$ cat config.mk
export PLATFORM = sky130hd
export DESIGN_NAME = mem_port_arbiter
export DESIGN_NICKNAME = d
export VERILOG_FILES = /design/src/rtl/mem_port_arbiter_pkg.sv /design/src/rtl/mem_port_arbiter_tag.sv /design/src/rtl/mem_port_arbiter.sv
export SDC_FILE = /design/constraint.sdc
export NUM_CORES = 1
export LEC_CHECK = 0
export CORE_AREA = 2 2 160 162
export DETAILED_ROUTE_END_ITERATION = 10
export DIE_AREA = 0 0 162 164
export PLACE_DENSITY = 0.7
export SLEW_MARGIN = 30
export SYNTH_ARGS = -nofsm -noshare
export SYNTH_HDL_FRONTEND = slang
export SYNTH_SLANG_ARGS = --single-unit
$ cat constraint.sdc
create_clock -name clk -period 4.4 [get_ports clk]
set_input_delay 0.66 -clock clk [delete_from_list [all_inputs] [get_ports clk]]
set_output_delay 0.66 -clock clk [all_outputs]
set_load 0.01 [all_outputs]
$ cat src/rtl/mem_port_arbiter_pkg.sv
// Shared definitions for the memory port arbiter: bus widths, memory command
// codes, requester ownership and drain-state enums.
package global_defs;

   localparam int ADDR_W   = 32;
   localparam int BLOCK_W  = 64;
   localparam int TAG_W    = 4;
   localparam int NUM_TAGS = 16;

   localparam logic [1:0] CMD_NONE  = 2'd0;
   localparam logic [1:0] CMD_LOAD  = 2'd1;
   localparam logic [1:0] CMD_STORE = 2'd2;

   typedef enum logic [1:0] {
      OWNER_NONE = 2'd0,
      OWNER_Q    = 2'd1,
      OWNER_R    = 2'd2
   } arb_owner_e;

   typedef enum logic [1:0] {
      RUN   = 2'd0,
      DRAIN = 2'd1,
      DONE  = 2'd2
   } drain_state_e;

endpackage

$ cat src/rtl/mem_port_arbiter_tag.sv
// mem_tag_table: per-tag owner/valid table for loads in flight, plus a count
// of live entries. A return and an allocation may land in the same cycle.
module mem_tag_table
   import global_defs::*;
(
   input  logic             clk,
   input  logic             rst_n,
   input  logic             alloc,
   input  logic [TAG_W-1:0] alloc_tag,
   input  logic [1:0]       alloc_owner,
   input  logic [TAG_W-1:0] lookup_tag,
   output logic             lookup_hit,
   output logic [1:0]       lookup_owner,
   output logic [TAG_W-1:0] count,
   output logic [TAG_W-1:0] count_next
);

   logic [NUM_TAGS-1:0] valid;
   arb_owner_e          owner [NUM_TAGS];

   assign lookup_hit   = (lookup_tag != '0) && valid[lookup_tag];
   assign lookup_owner = owner[lookup_tag];
   assign count_next   = count - TAG_W'(lookup_hit) + TAG_W'(alloc);

   // The allocate write comes after the free so a tag returned and reissued
   // in the same cycle ends up valid with its new owner.
   always_ff @(posedge clk or negedge rst_n) begin
      if (!rst_n) begin
         valid <= '0;
         count <= '0;
         for (int i = 0; i < NUM_TAGS; i++) owner[i] <= OWNER_NONE;
      end else begin
         if (lookup_hit) valid[lookup_tag] <= 1'b0;
         if (alloc) begin
            valid[alloc_tag] <= 1'b1;
            owner[alloc_tag] <= arb_owner_e'(alloc_owner);
         end
         count <= count_next;
      end
   end

endmodule

$ cat src/rtl/mem_port_arbiter.sv
// mem_port_arbiter: shares one memory port between query loads, reference loads
// and KNN writebacks. Define MEM_ARB_RR_EN for round-robin between q and r.
module mem_port_arbiter
   import global_defs::*;
#(
   parameter int MAX_OUTSTANDING = 8
) (
   input  logic               clk,
   input  logic               rst_n,
   input  logic               q_req,
   input  logic [ADDR_W-1:0]  q_addr,
   input  logic               r_req,
   input  logic [ADDR_W-1:0]  r_addr,
   input  logic               w_req,
   input  logic [ADDR_W-1:0]  w_addr,
   input  logic [BLOCK_W-1:0] w_data,
   output logic               q_gnt,
   output logic               r_gnt,
   output logic               w_gnt,
   output logic               q_rsp_valid,
   output logic               r_rsp_valid,
   output logic [BLOCK_W-1:0] rsp_data,
   input  logic               flush,
   output logic               drained,
   output logic               stray_tag,
   output logic [1:0]         proc2mem_command,
   output logic [ADDR_W-1:0]  proc2mem_addr,
   output logic [BLOCK_W-1:0] proc2mem_data,
   input  logic [TAG_W-1:0]   mem2proc_transaction_tag,
   input  logic [BLOCK_W-1:0] mem2proc_data,
   input  logic [TAG_W-1:0]   mem2proc_data_tag
);

   localparam logic [TAG_W-1:0] MAX_LOADS = TAG_W'(MAX_OUTSTANDING);

   drain_state_e     state, state_next;
   arb_owner_e       load_sel;
   logic             accept, loads_open, alloc, lookup_hit, store_pending, drain_ok;
   logic [1:0]       alloc_owner, lookup_owner;
   logic [TAG_W-1:0] count, count_next;

   assign accept     = rst_n && (mem2proc_transaction_tag != '0);
   assign loads_open = (state == RUN) && !flush && (count < MAX_LOADS);

`ifdef MEM_ARB_RR_EN
   logic last_q;

   always_ff @(posedge clk or negedge rst_n) begin
      if (!rst_n)     last_q <= 1'b0;
      else if (q_gnt) last_q <= 1'b1;
      else if (r_gnt) last_q <= 1'b0;
   end

   // When both loads compete, whoever was granted last yields.
   always_comb begin
      load_sel = OWNER_NONE;
      if (loads_open) begin
         if (q_req && r_req) load_sel = last_q ? OWNER_R : OWNER_Q;
         else if (q_req)     load_sel = OWNER_Q;
         else if (r_req)     load_sel = OWNER_R;
      end
   end
`else
   always_comb begin
      load_sel = OWNER_NONE;
      if (loads_open) begin
         if (q_req)      load_sel = OWNER_Q;
         else if (r_req) load_sel = OWNER_R;
      end
   end
`endif

   // Stores always win the port; a driven request is granted only if memory
   // hands back a non-zero transaction tag in the same cycle.
   always_comb begin
      proc2mem_command = CMD_NONE;
      proc2mem_addr    = '0;
      proc2mem_data    = '0;
      q_gnt            = 1'b0;
      r_gnt            = 1'b0;
      w_gnt            = 1'b0;
      alloc            = 1'b0;
      alloc_owner      = OWNER_NONE;
      if (rst_n) begin
         if (w_req) begin
            proc2mem_command = CMD_STORE;
            proc2mem_addr    = w_addr;
            proc2mem_data    = w_data;
            w_gnt            = accept;
         end else if (load_sel != OWNER_NONE) begin
            proc2mem_command = CMD_LOAD;
            proc2mem_addr    = (load_sel == OWNER_Q) ? q_addr : r_addr;
            q_gnt            = accept && (load_sel == OWNER_Q);
            r_gnt            = accept && (load_sel == OWNER_R);
            alloc            = accept;
            alloc_owner      = load_sel;
         end
      end
   end

   mem_tag_table u_tag_table (
      .clk          (clk),
      .rst_n        (rst_n),
      .alloc        (alloc),
      .alloc_tag    (mem2proc_transaction_tag),
      .alloc_owner  (alloc_owner),
      .lookup_tag   (mem2proc_data_tag),
      .lookup_hit   (lookup_hit),
      .lookup_owner (lookup_owner),
      .count        (count),
      .count_next   (count_next)
   );

   always_ff @(posedge clk or negedge rst_n) begin
      if (!rst_n) begin
         q_rsp_valid <= 1'b0;
         r_rsp_valid <= 1'b0;
         rsp_data    <= '0;
         stray_tag   <= 1'b0;
      end else begin
         q_rsp_valid <= lookup_hit && (lookup_owner == OWNER_Q);
         r_rsp_valid <= lookup_hit && (lookup_owner == OWNER_R);
         if (lookup_hit) rsp_data <= mem2proc_data;
         if ((mem2proc_data_tag != '0) && !lookup_hit) stray_tag <= 1'b1;
      end
   end

   // Drain completes once the table will be empty after this edge and no
   // store is still waiting for the port.
   assign store_pending = w_req && !w_gnt;
   assign drain_ok      = (count_next == '0) && !store_pending;

   always_ff @(posedge clk or negedge rst_n) begin
      if (!rst_n) state <= RUN;
      else        state <= state_next;
   end

   always_comb begin
      state_next = state;
      case (state)
         RUN:     if (flush) state_next = drain_ok ? DONE : DRAIN;
         DRAIN:   if (drain_ok) state_next = DONE;
         DONE:    if (!flush) state_next = RUN;
         default: state_next = RUN;
      endcase
   end

   assign drained = (state == DONE);

endmodule

==> impl_metrics.yaml <==
outcome:
  status: "finished clean"
logic_synthesis:
  synth_top_family_by_area: "multiplexers"
  synthMuxAreaShare_pct: 27.9
  synth_xor_area_share_pct: 0.413
  synth.distinct_cells: 36
  syn_nets: 794
  syn_inst: 551
  async_flop_share_pct: 100
  yosys.area_share.simple_pct: 14.6
  synthAdderAreaFrac_pct: 1.10
  synth_area_per_cell_um2: 11.5
  yosys.cell_count.top_type: "dfrtp_1"
  syn_area_mm2: 0.00636
  yosys.area.top_type: "dfrtp_1"
  synth-seq-cells: 121
  synth_edf_count: 0
  ys_warn_count: 0
  synth_compound_area_share_pct: 4.72
  seq_area_frac_synth_pct: 47.6
  synth-main-ff-cell: "dfrtp_1"
  synth_area_leaders: "dfrtp_1 (48%), mux2_2 (12%), and3_1 (6.6%), mux2_4 (6.4%), mux2i_1 (4.9%)"
  synth_commonest_cells: "dfrtp_1 (121), mux2_2 (68), and3_1 (67), nand2_1 (64), o21ai_0 (50)"
  synth_top_area_share_pct: 47.6
min_path:
  hold_class: "register to register"
job:
  drv_cap: 0
clock_tree:
  clk_pin_slew_ns: 0.06
  cts_root_buf: "clkbuf_16"
  numCtsBuffers: 17
  clk_latency_ns: 0.41
  cts.hold.buffers_added: 0
  h-tree-depth: 4
  cts.sink_count: 121
  cts-resized-gates: 0
  clk_path_buf_depth: 2
  post_cts_buffers: 0
  cts_tree: "done"
global_route:
  antenna_found_initial: 3
  grt_overflow: 0
  grt_max_degree: 147
  grt_pass1_vias: 6019
  grtUsageTotal_pct: 17.1
  grt_pass1_wl_um: 34600
detailed_routing:
  ant_nets: 0
  drt_iter0_drc: 264
  drt-total-wl_um: 22900
  met3_length_um: 2170
  firstDrtPassIters: 4
  num_vias: 5860
  drc: 0
  met2WireLength_um: 11000
  top_layer_used: "met5"
  wl_per_cell_um: 17.7
  routed_via_density: 4.53
  met1Wirelength_um: 9360
setup_path:
  end_kind: "register"
  critPathRequiredTime_ns: 4.72
  arrival_ns: 4.37
  start_kind: "primary input"
  critPathKind: "primary input to register"
  worstPathMaxFanout: 8
placed_design:
  gp_congestion: 0.902
  portBuffers: 406
  dpl_cell_area_mm2: 0.0108
  post-place-cells: 1262
  dp_hpwl_um: 18000
finish:
  layout.nets: 1194
  finalInstanceArea_mm2: 0.0114
  final_layout_size_suffix_gt1_share_pct: 17.2
  syn_to_final_growth_pct: 79.7
  final_cell_count_no_fill: 1295
sta:
  fmax_ghz: 0.247
  clock_skew_ns: 0.0113
  hold_violations: 0
  tightest_slew_ns: 0.888
  whs_ns: 0.376
  slew-limit-headroom_pct: 40.6
  rsz0062_at_grt: "false"
  fin_crit_ns: 4.05
  period_share_pct: 92.1
  setup_viol: 0
  slew_violations: 0
power_and_ir_drop:
  p_clk_share_pct: 31.7
  powerDensity_mw_per_mm2: 376
  p_leak_nw: 5.25
  ir_drop_uv: 288
  total_power_mw: 4.30
  share_comb_of_total_power_pct: 33.8
  internal_power_mw: 3.06
  pwr-share-seq_pct: 34.6
  p_sw_share_pct: 28.8
  p_switching_mw: 1.24
floorplan:
  pin_count: 407
  dieHeight_um: 164
  rows: 58
  start_util_pct: 25.6
  core_mm2: 0.0248
  fp.dieArea_mm2: 0.0266
  die_x_um: 162
[worst max-delay path: stages]
cell and delay [ns]:
clkdlybuf4s50_1 0.56, buf_4 0.23, mux4_2 0.53, nand3b_1 0.17, nand3_4 0.11, ha_1 0.28, inv_1 0.06, ha_1 0.16
inv_1 0.05, fa_1 0.47, inv_1 0.05, or4b_2 0.66, o21ba_2 0.22, a211oi_1 0.17
[final timing paths]
path                                                      to  depth (start not counted)                               from  slack, ns
setup / recovery                        state[1]$_DFFE_PN0P_                         14               mem2proc_data_tag[0]       0.35
hold / removal             u_tag_table.owner[30]$_DFFE_PN0P_                          0  u_tag_table.owner[30]$_DFFE_PN0P_       0.38
setup reg to reg                        state[1]$_DFFE_PN0P_                         13    u_tag_table.valid[15]$_DFF_PN0_       0.86
hold reg to reg            u_tag_table.owner[30]$_DFFE_PN0P_                          0  u_tag_table.owner[30]$_DFFE_PN0P_       0.38
max in group asynchronous               state[1]$_DFFE_PN0P_                          3                              rst_n       2.95
min in group asynchronous           rsp_data[45]$_DFFE_PN0N_                          2                              rst_n       0.40
[power by group through the flow]
stage | clock, mW | sequential [mW] | combinational (mW)
final | 1.36 | 1.49 | 1.45
after global routing | 1.47 | 1.52 | 1.55
after floorplan | 0 | 1.59 | 0.507
after global placement | 0 | 1.49 | 1.45
after CTS | 1.41 | 1.49 | 1.47
after detailed placement | 0 | 1.51 | 1.46
[cells by family after synthesis]
family,count (synthesis)
xor gates and xnor gates,3
buffers and inverters,52
DFF,121
adders and majority gates,5
and+or+nand+nor,174
muxes,139
AOI/OAI and AO/OA,57
[stage by stage]
step	utilization, %	setup WS, ns	setup TNS, ns
3_5_place_dp	43.6	-0.104	-0.162
6_report	46.0	0.346	0
4_1_cts	46.0	0.336	0
2_1_floorplan	-	0.256	0
5_1_grt	46.0	0.145	0
3_3_place_gp	43.6	-0.0277	-0.0505
[cell type report]
| type | count | area (um^2) |
|---|---|---|
| fillers | 2311 | 13400 |
| flip-flops and latches | 121 | 3030 |
| clock inverters | 15 | 171 |
| well taps | 330 | 413 |
| repair buffers | 423 | 4230 |
| diodes | 1 | 2.50 |
| multi-input cells | 378 | 3110 |
| clock buffers | 17 | 425 |
| inverters | 10 | 37.5 |
[state kept, by name, summed over array words and instances, names as in the netlist]
signal and count:
state 2, u_tag_table.count 4, rsp_data 64, q_rsp_valid 1, stray_tag 1, u_tag_table.owner 32, r_rsp_valid 1, u_tag_table.valid 16
[layout by cell type, fill, tap and decap left out, drive strengths merged, types with 3 or more instances in the layout]
cell type,n
nor3,3
clkbuf,17
and2,3
xnor2,3
nand2,64
nand2b,8
nor2b,6
ha,4
mux2,95
inv,19
buf,18
o21ai,50
nor2,7
dfrtp,121
nor3b,4
mux4,13
and3,67
mux2i,31
nand3,4
clkdlybuf4s50,405
clkinv,6
[layer usage]
layer	up-vias	GRT usage, %
li1	2762	-
met1	2762	20.2
met5	-	0
met4	2	5.15
met2	313	28.7
met3	21	6.82
(Power assumes the default switching activity.)
